--- src/rtl/sym_fir_mac_seq_if.sv ---
`default_nettype none
// ============================================================================
// Module  : sym_fir_mac_seq_if
// Purpose : Bundles the sample handshake, coefficient bus and result signals
//           of the symmetric FIR engine.
//           master = upstream driver / result consumer, slave = FIR engine.
// Revision: 1.0 - initial release
// ============================================================================
interface sym_fir_mac_seq_if #(
  parameter int TAPS = 8,
  parameter int DW   = 16,
  parameter int CW   = 16
);
  localparam int H  = TAPS / 2;
  localparam int OW = DW + CW + 1 + $clog2(H);

  logic                 start;
  logic signed [DW-1:0] sample_in;
  logic [H*CW-1:0]      coeffs;
  logic                 busy;
  logic signed [OW-1:0] y_out;
  logic                 y_valid;
  logic                 overrun;

  modport master (
    output start, sample_in, coeffs,
    input  busy, y_out, y_valid, overrun
  );

  modport slave (
    input  start, sample_in, coeffs,
    output busy, y_out, y_valid, overrun
  );
endinterface
`default_nettype wire

--- src/rtl/sym_fir_mac_seq.sv ---
`default_nettype none
// ============================================================================
// Module  : sym_fir_mac_seq
// Purpose : Time-multiplexed symmetric FIR. Each accepted start pulse shifts
//           one sample into the delay line, then H=TAPS/2 cycles of
//           pre-add / multiply / accumulate produce one full-precision output
//           presented with a one-cycle valid strobe.
// Revision: 1.0 - initial release
// ============================================================================
module sym_fir_mac_seq #(
  parameter int TAPS = 8,
  parameter int DW   = 16,
  parameter int CW   = 16
) (
  input  logic              clk,
  input  logic              rst,
  sym_fir_mac_seq_if.slave  bus
);

  localparam int H    = TAPS / 2;
  localparam int IDXW = (H > 1) ? $clog2(H) : 1;
  localparam int OW   = DW + CW + 1 + $clog2(H);
  localparam int PW   = DW + CW + 1;

  typedef enum logic [0:0] {
    IDLE = 1'b0,
    MAC  = 1'b1
  } state_t;

  state_t               state_q, state_d;
  logic signed [DW-1:0] x_q [TAPS];
  logic signed [DW-1:0] x_d [TAPS];
  logic signed [OW-1:0] acc_q, acc_d;
  logic signed [OW-1:0] y_q, y_d;
  logic [IDXW-1:0]      idx_q, idx_d;
  logic                 y_valid_q, y_valid_d;
  logic                 overrun_q, overrun_d;

  logic signed [CW-1:0] coef [H];
  logic signed [DW-1:0] tap_a;
  logic signed [DW-1:0] tap_b;
  logic signed [CW-1:0] tap_c;
  logic signed [DW:0]   pre_sum;
  logic signed [PW-1:0] product;
  logic signed [OW-1:0] term;
  logic signed [OW-1:0] acc_sum;
  logic                 last_iter;

  // Unpack the flat coefficient bus into a signed array.
  generate
    for (genvar k = 0; k < H; k++) begin : g_coef
      assign coef[k] = bus.coeffs[k*CW +: CW];
    end
  endgenerate

  // Select the mirrored tap pair and its shared coefficient for this iteration.
  always_comb begin
    tap_a = x_q[0];
    tap_b = x_q[TAPS-1];
    tap_c = coef[0];
    for (int k = 0; k < H; k++) begin
      if (idx_q == IDXW'(k)) begin
        tap_a = x_q[k];
        tap_b = x_q[TAPS-1-k];
        tap_c = coef[k];
      end
    end
  end

  // Pre-add, multiply and accumulate; every stage is sign-extended so no bits are lost.
  always_comb begin
    pre_sum   = (DW+1)'(tap_a) + (DW+1)'(tap_b);
    product   = PW'(pre_sum) * PW'(tap_c);
    term      = OW'(product);
    acc_sum   = acc_q + term;
    last_iter = (idx_q == IDXW'(H-1));
  end

  // Next-state, datapath update and output strobes.
  always_comb begin
    state_d   = state_q;
    x_d       = x_q;
    acc_d     = acc_q;
    idx_d     = idx_q;
    y_d       = y_q;
    y_valid_d = 1'b0;
    overrun_d = 1'b0;
    case (state_q)
      IDLE: begin
        if (bus.start) begin
          for (int i = TAPS-1; i > 0; i--) begin
            x_d[i] = x_q[i-1];
          end
          x_d[0]  = bus.sample_in;
          acc_d   = '0;
          idx_d   = '0;
          state_d = MAC;
        end
      end
      MAC: begin
        // A start arriving mid-computation is dropped and flagged.
        overrun_d = bus.start;
        acc_d     = acc_sum;
        idx_d     = idx_q + IDXW'(1);
        if (last_iter) begin
          y_d       = acc_sum;
          y_valid_d = 1'b1;
          idx_d     = '0;
          state_d   = IDLE;
        end
      end
      default: begin
        state_d = IDLE;
      end
    endcase
  end

  // State and datapath registers with synchronous active-low reset.
  always_ff @(posedge clk) begin
    if (!rst) begin
      state_q   <= IDLE;
      for (int i = 0; i < TAPS; i++) begin
        x_q[i] <= '0;
      end
      acc_q     <= '0;
      idx_q     <= '0;
      y_q       <= '0;
      y_valid_q <= 1'b0;
      overrun_q <= 1'b0;
    end else begin
      state_q   <= state_d;
      x_q       <= x_d;
      acc_q     <= acc_d;
      idx_q     <= idx_d;
      y_q       <= y_d;
      y_valid_q <= y_valid_d;
      overrun_q <= overrun_d;
    end
  end

  assign bus.busy    = (state_q == MAC);
  assign bus.y_out   = y_q;
  assign bus.y_valid = y_valid_q;
  assign bus.overrun = overrun_q;

endmodule
`default_nettype wire

--- src/flat_wrapper.sv ---
// flat-port wrapper written by rule: the top's interface ports become plain ports
module sym_fir_mac_seq_flat 
#(
  parameter int TAPS = 8,
  parameter int DW   = 16,
  parameter int CW   = 16
)
  (clk, rst, bus_start, bus_sample_in, bus_coeffs, bus_busy, bus_y_out, bus_y_valid, bus_overrun);
  sym_fir_mac_seq_if #(.TAPS(TAPS), .DW(DW), .CW(CW)) bus_i ();
  input  logic clk;
  input  logic rst;
  input wire logic [$bits(bus_i.start)-1:0] bus_start;
  input wire logic [$bits(bus_i.sample_in)-1:0] bus_sample_in;
  input wire logic [$bits(bus_i.coeffs)-1:0] bus_coeffs;
  output wire logic [$bits(bus_i.busy)-1:0] bus_busy;
  output wire logic [$bits(bus_i.y_out)-1:0] bus_y_out;
  output wire logic [$bits(bus_i.y_valid)-1:0] bus_y_valid;
  output wire logic [$bits(bus_i.overrun)-1:0] bus_overrun;
  assign bus_i.start = bus_start;
  assign bus_i.sample_in = bus_sample_in;
  assign bus_i.coeffs = bus_coeffs;
  assign bus_busy = bus_i.busy;
  assign bus_y_out = bus_i.y_out;
  assign bus_y_valid = bus_i.y_valid;
  assign bus_overrun = bus_i.overrun;
  sym_fir_mac_seq #(.TAPS(TAPS), .DW(DW), .CW(CW)) u_core (.clk(clk), .rst(rst), .bus(bus_i));
endmodule
--- config.mk ---
export PLATFORM = sky130hd
export DESIGN_NAME = sym_fir_mac_seq_flat
export DESIGN_NICKNAME = d
export VERILOG_FILES = /design/src/rtl/sym_fir_mac_seq_if.sv /design/src/rtl/sym_fir_mac_seq.sv /design/src/flat_wrapper.sv
export SDC_FILE = /design/constraint.sdc
export NUM_CORES = 1
export LEC_CHECK = 0
export ABC_AREA = 1
export BUFFER_PORTS_ARGS = -buffer_cell sky130_fd_sc_hd__buf_2
export CORE_ASPECT_RATIO = 0.7
export CORE_MARGIN = 3
export CORE_UTILIZATION = 50
export DETAILED_ROUTE_END_ITERATION = 6
export PLACE_DENSITY = 0.71
export SLEW_MARGIN = 20
export SYNTH_ARGS = -nofsm -noshare
export SYNTH_HDL_FRONTEND = slang
export SYNTH_SLANG_ARGS = --single-unit
--- constraint.sdc ---
create_clock -name clk -period 7.6 [get_ports clk]
set_input_delay 0.76 -clock clk [delete_from_list [all_inputs] [get_ports clk]]
set_output_delay 0.76 -clock clk [all_outputs]
set_load 0.01 [all_outputs]
==> results.yml <==
sta:
  fmax_ghz: 0.127
  period_share_pct: 104
  hold_viol: 0
  setup_viol: 42
  worstMarginPinSlew_ns: 1.09
  worst_slack_ns: -0.272
  rsz0062_at_grt: "yes"
  period_minus_slack_ns: 7.87
  hold_ws_ns: 0.448
  report.final.slew_viol_count: 0
  skew_ns: 0.0414
  slew_headroom_pct: 26.9
final_layout:
  area_delta_synth_final_pct: 33.1
  diodes: 0
  fin_nets: 3793
  final_cell_area_um2: 28500
  fin_util_pct: 68.5
  drive_above_1_share_pct: 30.4
placement:
  dpl_cell_area_um2: 24400
  dpl_worst_slack_ns: -0.880
  port_buffers: 120
  dpl.hpwl_mm: 52.9
  gp_congestion: 0.947
worst_setup_path:
  crit_path_top_delay_cell: "fa_2"
  cp-endpoint: "u_core.bus.y_out[27]"
  r2r_start: "u_core.idx_q[1]"
  crit_fanout: 7
  critPathCaptureType: "flip-flop"
  crit_required_ns: 8.09
  worstPathArrival_ns: 8.36
  cp-start-kind: "flip-flop"
  critical_path.max_stage_delay_ns: 0.60
  rr_endpoint: "u_core.bus.y_out[27]"
  ff2ff_setup_slack_ns: -0.27
  path_class: "reg -> reg"
  cp-startpoint: "u_core.idx_q[1]"
  r2r_cells: 38
cts:
  clk_latency_ns: 0.56
  numCtsBuffers: 22
  postCtsHoldBufs: 0
  cts_buffer_depth: 3
  h-tree-depth: 1
  clkTransAtPathRegs_ns: 0.06
  cts-root-buf: "clkbuf_16"
  tritoncts: "yes"
  cts.sinks: 203
synth:
  synth_edf_count: 0
  synthXorXnorAreaFrac_pct: 1.29
  syn_inst: 2868
  yosysUniqueCellTypes: 50
  synth_warnings: 0
  synth-async-reset-ratio_pct: 0
  synthSimpleGateAreaFrac_pct: 21.1
  ys_seq_elements: 203
  postSynthAreaPerCell_um2: 7.48
  synthMuxAreaShare_pct: 0
  ys_seq_area_share_pct: 18.9
  syn_area_um2: 21400
  synthAdderAreaFrac_pct: 36.9
  synth_nets: 3395
  synth_top_family_by_area: "adder cells"
  ys.flop_type: "dfxtp_1"
  synth_compound_area_share_pct: 9.62
routing:
  drc_errors: 0
  drt-vias-per-instance: 5.36
  ant_nets: 0
  wire_per_inst_um: 18.6
  drt_iter0_markers: 1860
  via_count: 20500
  routed_wl_mm: 71.1
  drt_pass1_iterations: 6
die:
  initial_core_util_pct: 51.5
  die_area_um2: 45500
  die_y_um: 179
  fp.dieW_um: 254
  core_area_um2: 41700
  pin_count: 121
  rows: 62
grt:
  grt_pass1_vias: 20300
  track_usage_pct: 30.7
  antenna_found_initial: 0
  grt_overflow: 0
  grt_pass1_wl_mm: 109
  grt_max_degree: 113
min_path:
  hold_path.class: "in -> reg"
status:
  outcome: "finished with violations"
  violations: "setup timing"
job:
  cap_viol_max_count: 0
synthesized netlist by cell type (4+ instances only):
cell	n	area share, %
o21a_1	4	0.14
a31oi_1	8	0.23
nand3_1	108	2.5
a22oi_1	4	0.14
a32o_1	10	0.47
a21oi_1	79	1.8
nand2_1	483	8.5
o21ai_0	217	5.1
xor2_2	4	0.30
o21bai_1	10	0.35
ha_1	129	7.5
a21o_1	9	0.31
xnor2_1	12	0.49
or2_2	6	0.18
buf_1	10	0.18
nand2_2	4	0.12
xor2_1	9	0.37
nand4_1	7	0.20
nor3_1	7	0.16
buf_2	19	0.44
nor2_1	509	8.9
clkbuf_1	78	1.4
fa_1	315	29
o211ai_1	14	0.49
inv_2	11	0.19
inv_1	563	9.9
nand3b_1	4	0.14
dfxtp_1	203	19
kinds of logic (layout without fill, tap and decap cells):
kind of cell	after synthesis	in the layout
simple gates	1139	1140
buf+inv	686	1098
fa+ha+maj	444	444
compound gates	370	370
flops	203	203
xor+xnor	26	26
layout make-up:
type	instances	area, µm²
Timing Repair Buffer	480	3830
Timing Repair inverter	2	13.8
Inverter	577	2230
Sequential cell	203	4070
Multi-Input combinational cell	1980	17000
Tap cell	544	681
Clock inverter	11	133
Clock buffer	28	603
Fill cell	3238	13100
cell usage in the layout (no fill, tap or decap), types with 14 or more instances in the layout:
cell / instances
o21ai_1: 40
dfxtp_1: 201
ha_1: 90
fa_1: 286
nand2_2: 65
inv_4: 14
inv_2: 66
a21oi_2: 34
nand2_4: 25
buf_12: 16
buf_2: 119
inv_1: 490
nand3_2: 28
o21ai_0: 152
buf_4: 296
o21ai_2: 25
nor2_4: 36
o211ai_1: 14
clkbuf_16: 23
a21oi_1: 33
ha_4: 35
nand3_1: 74
nand2_1: 394
nor2_2: 43
buf_6: 40
fa_2: 29
nor2_1: 431
metrics by stage:
| step | std cells | setup TNS (ns) |
|---|---|---|
| 4_1_cts | 3770 | -1.77 |
| 3_5_place_dp | 3685 | -26.78 |
| 6_report | 3825 | -6.72 |
| 2_1_floorplan | 2868 | 0 |
| 3_3_place_gp | 3685 | -20.85 |
| 5_1_grt | 3825 | -18.45 |
layer usage:
metal | global-route usage [%] | vias up | routed length, µm
li1 | - | 9493 | -
met1 | 46.2 | 9960 | 32300
met2 | 45.2 | 922 | 29900
met3 | 7.47 | 109 | 7520
met4 | 5.23 | 0 | 1300
met5 | 0 | - | 0
timing repair:
item / CTS / global route
gates resized for setup: 319 / 377
setup buffers: 38 / 56
setup endpoints to repair: 48 / 52
pin swaps: 101 / 169
gates cloned: 11 / 1
critical path: cells and delay by family (launching register included):
kind,cells,cell delay [ns]
flops,1,0.33
simple gates,13,1.36
compound gates,5,0.78
xor+xnor,1,0.20
fa+ha+maj,9,3.96
buf+inv,10,1.20
sequential cells by signal, indices dropped and copies added (netlist names):
register / cells
u_core.bus.y_valid: 1
u_core.bus.y_out: 35
u_core.acc_q: 35
u_core.bus.busy: 1
u_core.x_q: 128
u_core.idx_q: 2
u_core.bus.overrun: 1
worst min-delay path by stage:
| stage | start | end | slack [ns] | cells past startpoint |
|---|---|---|---|---|
| 2_1_floorplan | u_core.acc_q[29] | u_core.acc_q[29] | 0.43 | 2 |
| 3_3_place_gp | u_core.bus.y_out[9] | u_core.bus.y_out[9] | 0.43 | 2 |
| 3_5_place_dp | u_core.bus.y_out[19] | u_core.bus.y_out[19] | 0.44 | 2 |
| 4_1_cts | bus_sample_in[4] | u_core.x_q[116] | 0.43 | 3 |
| 5_1_grt | bus_sample_in[4] | u_core.x_q[116] | 0.45 | 3 |
| 6_report | bus_sample_in[4] | u_core.x_q[116] | 0.45 | 3 |
Power is not shown: default switching activity piles up to over one toggle a cycle in this logic, so the estimate is an artifact.
